==> src/rtl/mc_bus_bridge_pkg.sv <==
// Shared definitions for the MCU parallel-bus bridge and the register file behind it.
package bp_bus_pkg;

    localparam int DEF_MC_DATA_WIDTH = 16;
    localparam int DEF_MC_ADD_WIDTH  = 6;

    localparam logic [15:0] RD_BAD_VALUE = 16'hFFFF;

    typedef enum logic [1:0] {
        RD_IDLE  = 2'd0,
        RD_WAIT  = 2'd1,
        RD_DRIVE = 2'd2
    } rd_state_e;

    // Register map entries the bridge and register file agree on
    localparam logic [5:0] ADDR_FIFO  = 6'h00;
    localparam logic [5:0] ADDR_SPEED = 6'h19;
    localparam logic [5:0] ADDR_MODE  = 6'h1a;

endpackage

==> src/rtl/mc_bus_bridge_if.sv <==
// Register-side bus between the bridge (master) and the register file / status logic (slave).
interface mc_bus_bridge_if
    import bp_bus_pkg::*;
#(
    parameter int MC_DATA_WIDTH = DEF_MC_DATA_WIDTH,
    parameter int MC_ADD_WIDTH  = DEF_MC_ADD_WIDTH
);
    logic                     wr_stb;
    logic [MC_ADD_WIDTH-1:0]  wr_add;
    logic [MC_DATA_WIDTH-1:0] wr_data;
    logic                     rd_stb;
    logic [MC_ADD_WIDTH-1:0]  rd_add;
    logic                     rd_ack;
    logic [MC_DATA_WIDTH-1:0] rd_data;

    modport master (
        output wr_stb, wr_add, wr_data, rd_stb, rd_add,
        input  rd_ack, rd_data
    );

    modport slave (
        input  wr_stb, wr_add, wr_data, rd_stb, rd_add,
        output rd_ack, rd_data
    );
endinterface

==> src/rtl/mc_bus_bridge_sync_fall.sv <==
// Strobe synchronizer with falling-edge pulse; arms only after a real high sample post-reset.
module sync_fall #(
    parameter int SYNC_STAGES = 2
) (
    input  logic clock,
    input  logic reset,
    input  logic async_in,
    output logic sync_out,
    output logic fall
);
    logic [SYNC_STAGES-1:0] sync_q;
    logic [SYNC_STAGES-1:0] vld_pipe;
    logic                   prev_q;
    logic                   armed_q;

    // vld_pipe marks when sync_q's output holds a genuine post-reset sample, so the
    // reset-to-1 fill cannot arm a strobe that is actually held low.
    always_ff @(posedge clock or negedge reset) begin
        if (!reset) begin
            sync_q   <= '1;
            vld_pipe <= '0;
            prev_q   <= 1'b1;
            armed_q  <= 1'b0;
        end else begin
            sync_q   <= {sync_q[SYNC_STAGES-2:0], async_in};
            vld_pipe <= {vld_pipe[SYNC_STAGES-2:0], 1'b1};
            prev_q   <= sync_q[SYNC_STAGES-1];
            if (vld_pipe[SYNC_STAGES-1] && sync_q[SYNC_STAGES-1])
                armed_q <= 1'b1;
        end
    end

    assign sync_out = sync_q[SYNC_STAGES-1];
    assign fall     = armed_q & prev_q & ~sync_q[SYNC_STAGES-1];

endmodule

==> src/rtl/mc_bus_bridge.sv <==
// MCU async parallel bus to single-clock write strobes and handshaked reads.
module mc_bus_bridge
    import bp_bus_pkg::*;
#(
    parameter int MC_DATA_WIDTH = DEF_MC_DATA_WIDTH,
    parameter int MC_ADD_WIDTH  = DEF_MC_ADD_WIDTH,
    parameter int SYNC_STAGES   = 2,
    parameter int RD_TIMEOUT    = 8
) (
    input  logic                     clock,
    input  logic                     reset,
    input  logic                     mc_ce,
    input  logic                     mc_oe,
    input  logic                     mc_we,
    input  logic [MC_ADD_WIDTH-1:0]  mc_add,
    input  logic [MC_DATA_WIDTH-1:0] mc_data_in,
    output logic [MC_DATA_WIDTH-1:0] mc_data_out,
    output logic                     mc_data_oe,
    mc_bus_bridge_if.master          rbus,
    output logic                     bus_err
);
    localparam logic [3:0] TMO_LAST = 4'(RD_TIMEOUT - 1);

    logic we_s, oe_s, ce_s;
    logic we_fall, oe_fall, ce_fall;

    sync_fall #(.SYNC_STAGES(SYNC_STAGES)) u_sync_we (
        .clock(clock), .reset(reset), .async_in(mc_we), .sync_out(we_s), .fall(we_fall)
    );
    sync_fall #(.SYNC_STAGES(SYNC_STAGES)) u_sync_oe (
        .clock(clock), .reset(reset), .async_in(mc_oe), .sync_out(oe_s), .fall(oe_fall)
    );
    sync_fall #(.SYNC_STAGES(SYNC_STAGES)) u_sync_ce (
        .clock(clock), .reset(reset), .async_in(mc_ce), .sync_out(ce_s), .fall(ce_fall)
    );

    rd_state_e  state;
    logic [3:0] tmo_cnt;
    logic       viol, viol_on, wr_go, rd_go, tmo_hit;

    // A violation is reported once, on the strobe edge that completes the WE+OE+CE overlap
    assign viol    = ~we_s & ~oe_s & ~ce_s;
    assign viol_on = viol & (we_fall | oe_fall | ce_fall);
    assign wr_go   = we_fall & ~ce_s & oe_s;
    assign rd_go   = oe_fall & ~ce_s & we_s;
    assign tmo_hit = (state == RD_WAIT) & ~rbus.rd_ack & (tmo_cnt == TMO_LAST);

    always_ff @(posedge clock or negedge reset) begin
        if (!reset) begin
            state        <= RD_IDLE;
            tmo_cnt      <= '0;
            mc_data_out  <= '0;
            mc_data_oe   <= 1'b0;
            bus_err      <= 1'b0;
            rbus.wr_stb  <= 1'b0;
            rbus.wr_add  <= '0;
            rbus.wr_data <= '0;
            rbus.rd_stb  <= 1'b0;
            rbus.rd_add  <= '0;
        end else begin
            rbus.wr_stb <= wr_go;
            if (wr_go) begin
                rbus.wr_add  <= mc_add;
                rbus.wr_data <= mc_data_in;
            end
            rbus.rd_stb <= 1'b0;
            bus_err     <= viol_on | tmo_hit;
            mc_data_oe  <= ~oe_s & ~ce_s;

            case (state)
                RD_IDLE: begin
                    if (rd_go) begin
                        rbus.rd_add <= mc_add;
                        rbus.rd_stb <= 1'b1;
                        tmo_cnt     <= '0;
                        state       <= RD_WAIT;
                    end
                end
                RD_WAIT: begin
                    if (rbus.rd_ack) begin
                        mc_data_out <= rbus.rd_data;
                        state       <= RD_DRIVE;
                    end else if (tmo_hit) begin
                        mc_data_out <= MC_DATA_WIDTH'(RD_BAD_VALUE);
                        state       <= RD_DRIVE;
                    end else begin
                        tmo_cnt <= tmo_cnt + 4'd1;
                    end
                end
                RD_DRIVE: begin
                    if (oe_s || ce_s)
                        state <= RD_IDLE;
                end
                default: state <= RD_IDLE;
            endcase
        end
    end

endmodule
==> src/flat_wrapper.sv <==
// flat-port wrapper written by rule: the top's interface ports become plain ports
module mc_bus_bridge_flat import bp_bus_pkg::*;
#(
    parameter int MC_DATA_WIDTH = DEF_MC_DATA_WIDTH,
    parameter int MC_ADD_WIDTH  = DEF_MC_ADD_WIDTH,
    parameter int SYNC_STAGES   = 2,
    parameter int RD_TIMEOUT    = 8
)
  (clock, reset, mc_ce, mc_oe, mc_we, mc_add, mc_data_in, mc_data_out, mc_data_oe, bus_err, rbus_wr_stb, rbus_wr_add, rbus_wr_data, rbus_rd_stb, rbus_rd_add, rbus_rd_ack, rbus_rd_data);
  mc_bus_bridge_if #(.MC_DATA_WIDTH(MC_DATA_WIDTH), .MC_ADD_WIDTH(MC_ADD_WIDTH)) rbus_i ();
  input  logic clock;
  input  logic reset;
  input  logic mc_ce;
  input  logic mc_oe;
  input  logic mc_we;
  input  logic [MC_ADD_WIDTH-1:0] mc_add;
  input  logic [MC_DATA_WIDTH-1:0] mc_data_in;
  output logic [MC_DATA_WIDTH-1:0] mc_data_out;
  output logic mc_data_oe;
  output logic bus_err;
  output wire logic [$bits(rbus_i.wr_stb)-1:0] rbus_wr_stb;
  output wire logic [$bits(rbus_i.wr_add)-1:0] rbus_wr_add;
  output wire logic [$bits(rbus_i.wr_data)-1:0] rbus_wr_data;
  output wire logic [$bits(rbus_i.rd_stb)-1:0] rbus_rd_stb;
  output wire logic [$bits(rbus_i.rd_add)-1:0] rbus_rd_add;
  input wire logic [$bits(rbus_i.rd_ack)-1:0] rbus_rd_ack;
  input wire logic [$bits(rbus_i.rd_data)-1:0] rbus_rd_data;
  assign rbus_wr_stb = rbus_i.wr_stb;
  assign rbus_wr_add = rbus_i.wr_add;
  assign rbus_wr_data = rbus_i.wr_data;
  assign rbus_rd_stb = rbus_i.rd_stb;
  assign rbus_rd_add = rbus_i.rd_add;
  assign rbus_i.rd_ack = rbus_rd_ack;
  assign rbus_i.rd_data = rbus_rd_data;
  mc_bus_bridge #(.MC_DATA_WIDTH(MC_DATA_WIDTH), .MC_ADD_WIDTH(MC_ADD_WIDTH), .SYNC_STAGES(SYNC_STAGES), .RD_TIMEOUT(RD_TIMEOUT)) u_core (.clock(clock), .reset(reset), .mc_ce(mc_ce), .mc_oe(mc_oe), .mc_we(mc_we), .mc_add(mc_add), .mc_data_in(mc_data_in), .mc_data_out(mc_data_out), .mc_data_oe(mc_data_oe), .rbus(rbus_i), .bus_err(bus_err));
endmodule
==> config.mk <==
export PLATFORM = sky130hd
export DESIGN_NAME = mc_bus_bridge_flat
export DESIGN_NICKNAME = d
export VERILOG_FILES = /design/src/rtl/mc_bus_bridge_pkg.sv /design/src/rtl/mc_bus_bridge_if.sv /design/src/rtl/mc_bus_bridge_sync_fall.sv /design/src/rtl/mc_bus_bridge.sv /design/src/flat_wrapper.sv
export SDC_FILE = /design/constraint.sdc
export NUM_CORES = 1
export LEC_CHECK = 0
export CAP_MARGIN = 0
export CELL_PAD_IN_SITES_DETAIL_PLACEMENT = 0
export CELL_PAD_IN_SITES_GLOBAL_PLACEMENT = 1
export CORE_ASPECT_RATIO = 1.2
export CORE_MARGIN = 1.5
export CORE_UTILIZATION = 35
export DETAILED_ROUTE_END_ITERATION = 8
export MAX_ROUTING_LAYER = met4
export PLACE_DENSITY = 0.81
export RECOVER_POWER = 100
export SLEW_MARGIN = 20
export SYNTH_ARGS = -nofsm -noshare
export SYNTH_HDL_FRONTEND = slang
export SYNTH_SLANG_ARGS = --single-unit
==> constraint.sdc <==
create_clock -name clock -period 2.6 [get_ports clock]
set_clock_uncertainty 0.05 [all_clocks]
set_input_delay 0.26 -clock clock [delete_from_list [all_inputs] [get_ports clock]]
set_output_delay 0.26 -clock clock [all_outputs]
set_load 0.05 [all_outputs]
# [Word level (Yosys, flattened, before mapping)]
# Index checks and enable logic that the tools add are counted.
[classes] addsub=1 eq_ne=8 n_mux=13 n_bitwise=23 n_reduce_logical=11
[ops] op="2-to-1 mux 16 bit" count=2
[ops] op="AND 1 bit" count=16
[ops] op="2-to-1 mux 4 bit" count=3
[ops] op="2-to-1 mux 2 bit" count=4
[ops] op="case mux 4 bit (2 select lines)" count=1
[ops] op="case mux 2 bit (3 select lines)" count=1
[ops] op="adder 4 x 1 -> 4 bit (second input constant)" count=1
[ops] op="== test 4 x 3 -> 1 bit (second input constant)" count=1
[ops] op="!= test 2 x 1 -> 1 bit (second input constant)" count=2
[ops] op="!= test 2 bit (second input constant)" count=2
[ops] op="NOT 1 bit" count=4
[ops] op="AND reduction 2 bit" count=2
[ops] op="AND reduction 4 bit" count=1
[ops] op="nonzero test 2 bit" count=2
[ops] op="logical AND 1 bit" count=3
[ops] op="!= test 3 x 2 -> 1 bit (second input constant)" count=1
[ops] op="OR 1 bit" count=3
[ops] op="AND reduction 3 bit" count=1
[ops] op="== test 2 x 1 -> 1 bit (second input constant)" count=1
[ops] op="== test 2 bit (second input constant)" count=1
[ops] op="zero test 2 bit" count=1
[ops] op="2-to-1 mux 1 bit" count=2
[ops] op="logical OR 1 bit" count=1
[word_totals] reg_bits=72 in_bits=44 output_inout_bits=48 wordCells=78

# [Longest topological paths before layout]
[logic_depth] depth_word=6 depth_mapped=6 mapped_depth_nobuf=5

# [Modules after synthesis]
# Synthesis repeated with hierarchy kept, for this count alone.
[hier_totals] hier_cells=208 area_unflattened_um2=2612.5
[modules_own_cells] module="mc_bus_bridge" instances=1 cells_per_inst=181 area_each_um2=2087.0
[modules_own_cells] module="sync_fall" instances=3 cells_per_inst=9 area_each_um2=175.2

# [Worst setup path before layout]
# OpenSTA, ideal clock, no wires.
[synth_path] kind="reg2reg" from="reg u_core.tmo_cnt[0]" to="reg u_core.tmo_cnt[3]" setup_time_ns=0.080 t_arrival_ns=1.700 t_required_ns=2.470 path_slack_ns=0.770 path_stages_with_launch=6 path_buffers=0 synth_period_minus_slack_ns=1.830 path_cell_list="dfrtp_1 ha_1 and3b_1 or3_4 or4_1 o211ai_2"
[synth_via] elab_chain_len=4 elab_cells_between_ends=8 classes_between="add/sub (1); eq/ne (2); mux (3); bitwise (1); reduce/logical (1)"
[synth_lines] element="start, declared" line="mc_bus_bridge.sv:38" source="logic [3:0] tmo_cnt;"
[synth_lines] element="start signal, assigned" line="mc_bus_bridge.sv:87" source="tmo_cnt <= tmo_cnt + 4'd1;"
[synth_lines] element="adder 4 x 1 -> 4 bit or == test 4 x 3 -> 1 bit (tied branches)" line="mc_bus_bridge.sv:87, mc_bus_bridge.sv:46"
[synth_lines] element="2-to-1 mux 4 bit or AND 1 bit (tied branches)" line="mc_bus_bridge.sv:83, mc_bus_bridge.sv:46"
[synth_lines] element="2-to-1 mux 4 bit or != test 2 bit (tied branches)"
[synth_lines] element="case mux 4 bit (2 select lines) or AND reduction 4 bit (tied branches)"
# Parallel ways exist; a longest one is shown, timed or not. The select of a mux whose other input is x is not followed.
# A chain may end at the register's enable or synchronous reset.

# [Final worst setup path]
[layout_path] from="reg u_core.u_sync_ce.sync_q[1]" to="reg u_core.rbus.wr_add[0]"
[layout_via] elab_chain_len=3
[layout_lines] element="start, declared" line="mc_bus_bridge_sync_fall.sv:11" source="logic [SYNC_STAGES-1:0] sync_q;"
[layout_lines] element="start signal, assigned" line="mc_bus_bridge_sync_fall.sv:25" source="sync_q <= {sync_q[SYNC_STAGES-2:0], async_in};"
[layout_lines] element="NOT 1 bit" line="mc_bus_bridge.sv:44" source="assign wr_go = we_fall & ~ce_s & oe_s;"
[layout_lines] element="AND 1 bit (2 in series)" line="mc_bus_bridge.sv:44"
[layout_lines] element="end signal, assigned" line="mc_bus_bridge.sv:63" source="rbus.wr_add <= mc_add;"
[layout_lines] element="end, declared" line="mc_bus_bridge_if.sv:17" source="output wr_stb, wr_add, wr_data, rd_stb, rd_add,"
# Every way passes these cells.

==> results by group <==
Critical path
  – CP endpoint: u_core.rbus.wr_add[0]
  – Crit-path max FO: 9
  – Delay-heaviest family, CP: flip-flops
  – Crit Path Class: flop to flop
  – Slowest cell on crit path: dfstp_1
  – WP data arrival: 2.16 ns
  – Crit end category: flop
  – CP Depth: 4
  – Worst path cell trace: nor2_1 > nand4_1 > clkbuf_1 > mux2_2
  – CP Buf/Inv Count: 1
  – Worst r2r path cells: 4
  – R2r setup slk: ~0.60 ns
  – Reg2reg start: u_core.u_sync_ce.sync_q[1]
  – Max incr delay on CP: 0.61 ns
  – Worst R2R End: u_core.rbus.wr_add[0]
  – Worst endpoint required time: 2.76 ns
  – CP Launch Type: flop
  – Worst setup path start: u_core.u_sync_ce.sync_q[1]

Routing
  – Routed len/inst: 13.21 um
  – Routed WL: 4597 um
  – Routed Antenna Nets: 0
  – DR pass1 iterations: 4
  – Vias: 1652
  – Initial DRC Count: 45
  – Drt drc: 0
  – Vias/cell: 4.747

Placed design
  – Dpl cells: 333
  – PortBufs: 91
  – Dpl cell area: 3485 sq um
  – Setup WS pre-CTS: roughly 0.71 ns
  – DPL Wire Length: roughly 3200 um
  – Gpl congestion: 0.8152

Layout
  – Most frequent cells in the layout: 59 x dfrtp_1, 52 x dlygate4sd3_1, 39 x clkdlybuf4s50_1
  – Fin util: 0.5376
  – Fin cells: 348
  – Fin area: ~3700 sq um
  – Commonest non-fill, non-tap cell in the layout: dfrtp_1
  – Antenna Cells: 0
  – Area growth, synth to finish: 49.87%
  – Fillers: 590
  – Layout cells sized above 1: 0.1954
  – Nets@finish: 303

Timing
  – Hold WS: 0.3048 ns
  – Period minus WS final: 2.000 ns
  – Setup Viol. Count Final: 0
  – Endpoints failing hold: 0
  – Slew headroom: 0.6384
  – Setup repair after global routing missed its margin: no
  – Slew at the pin closest to its max-slew limit: 0.5411 ns
  – Final period utilization: 0.7692
  – Final WS setup: 0.6001 ns
  – Slew Limit Fails: 0
  – FMAX: 500.0 MHz
  – Final TNS setup: 0 ns

CTS
  – CTS resizes: 0
  – H-tree lvl count: 3
  – CTS tree: built
  – Bufs on Longest Clock Path: 2
  – Clk slew on worst S/H paths: 0.06 ns
  – Clock Sinks: 68
  – Root Buffer Master: clkbuf_8
  – CTS Buf Count: 9
  – Clock Latency Late Sink: 0.33 ns

Logic synthesis
  – Mux cell area share after synthesis: 0.1372
  – Post-synthesis compound-gate area fraction: 0.08807
  – Largest family of logic cells by synthesized area: multiplexers
  – Simple-Gate Fraction of Synth Area: 0.05120
  – Yosys warnings: 0
  – Commonest register cell after synthesis: dfrtp_1
  – Post-synth ARST share: 1.000
  – Syn Nets: 200
  – Number of distinct library cells after synthesis: 30
  – #FFs+latches synth: 68
  – Xor/xnor share of the synthesized area: 0
  – Mapped Avg Cell Area: 15.77 sq um
  – Cell Area, Synth: 2444 sq um
  – Seq/Total Area, Yosys: 0.7010
  – EDFF count, synth: 0
  – Cells after synthesis: ~160
  – Synth Area in Adders: 0.005120

Status
  – Outcome: complete, no violations

Run
  – Max-cap violations: 0

Pwr
  – Static leakage: 1.525 nW
  – PwrDens: 1019 nW/um^2
  – Maximum VDD drop: 0.4561 mV
  – Overall power: 3.732 mW

Floorplan
  – Starting Density: 0.3587
  – Core region area: 6813 sq um
  – FP Rows: 33
  – IO Pins: 92
  – Die footprint: ~7500 sq um
  – Die X: 79.28 um
  – Chip Height: 94.53 um

Global routing
  – Met1 Usage GRT: 0.1524
  – Global Route Usage Sum: 0.1354
  – Met2 global-route usage: 0.2265
  – Met3 usage: 0.03188
  – Grt total ovfl: 0
  – Largest net degree at the start of global routing: 69
  – Top Usage Layer GRT: met2
  – Vias in the first global route: 1658
  – Initial antenna violation count: 0
  – Global-route wire length before repair: 7493 um

Hold path
  – Hold Path Class: flop to flop
repair_timing:
action,CTS,global route
setup buffers,0,0
hold buffers,1,0
setup endpoints to repair,0,0
endpoints found under the hold margin,59,0
report_power, final:
| group | leakage, nW | total [mW] | internal, mW | switching [mW] |
|---|---|---|---|---|
| clock | 0.0983 | 0.829 | 0.484 | 0.345 |
| sequential | 0.777 | 1.44 | 1.31 | 0.129 |
| combinational | 0.649 | 1.46 | 0.503 | 0.962 |
cell usage after synthesis (2+ instances only):
master   count  area, sq um
dfstp_2      9        236.5
mux2i_1      2        20.02
buf_2        4        20.02
mux2_2      28        315.3
o22a_1      16        140.1
nand3_1      2        10.01
nor2_1       6        22.52
nor3_1       2        10.01
a21o_1       4        30.03
dfrtp_1     59         1476
inv_1        4        15.01
kinds of logic after synthesis:
family | count (synthesis)
AO/OA/AOI/OAI | 25
buffers and inverters | 9
flip-flops | 68
AND/OR/NAND/NOR | 21
adder cells (fa/ha/maj) | 1
other | 1
multiplexers | 30
cell type report:
| cell class | instances | area, sq um | share of cell area |
|---|---|---|---|
| sequential | 68 | 1713 | 0.4677 |
| timing repair buffer | 97 | 953.4 | 0.2603 |
| multi-input combinational | 78 | 681.9 | 0.1862 |
| clock buffer | 12 | 155.1 | 0.04236 |
| tap | 87 | 108.9 | 0.02972 |
| clock inverter | 2 | 35.03 | 0.009566 |
| inverter | 4 | 15.01 | 0.004100 |
sequential cells by signal, indices dropped and copies added (netlist names):
signal	count
u_core.mc_data_out	16
u_core.rbus.wr_data	16
u_core.rbus.rd_add	6
u_core.rbus.wr_add	6
u_core.tmo_cnt	4
u_core.state	2
u_core.u_sync_ce.sync_q	2
u_core.u_sync_oe.sync_q	2
u_core.u_sync_we.sync_q	2
u_core.bus_err	1
u_core.mc_data_oe	1
u_core.rbus.rd_stb	1
u_core.rbus.wr_stb	1
u_core.u_sync_ce.armed_q	1
u_core.u_sync_ce.prev_q	1
u_core.u_sync_ce.vld_pipe	1
u_core.u_sync_oe.armed_q	1
u_core.u_sync_oe.prev_q	1
u_core.u_sync_we.armed_q	1
u_core.u_sync_we.prev_q	1
u_core.u_sync_we.vld_pipe	1
worst min path at each step:
stage / startpoint / endpoint / depth (start not counted)
floorplan: reset / u_core.bus_err / 0
finish: u_core.u_sync_we.vld_pipe[0] / u_core.u_sync_ce.vld_pipe[1] / 0
global route: u_core.u_sync_oe.sync_q[0] / u_core.u_sync_oe.sync_q[1] / 0
CTS: mc_ce / u_core.u_sync_ce.sync_q[0] / 1
global placement: reset / u_core.mc_data_out[5] / 2
detailed placement: reset / u_core.mc_data_out[6] / 2
layer usage:
metal	routed length, um	up-vias	share of wire
li1	-	767	-
met1	1963	828	0.43
met2	2350	49	0.51
met3	215	8	0.047
met4	68	0	0.015
met5	0	-	0
Power figures use the tool's default switching activity.
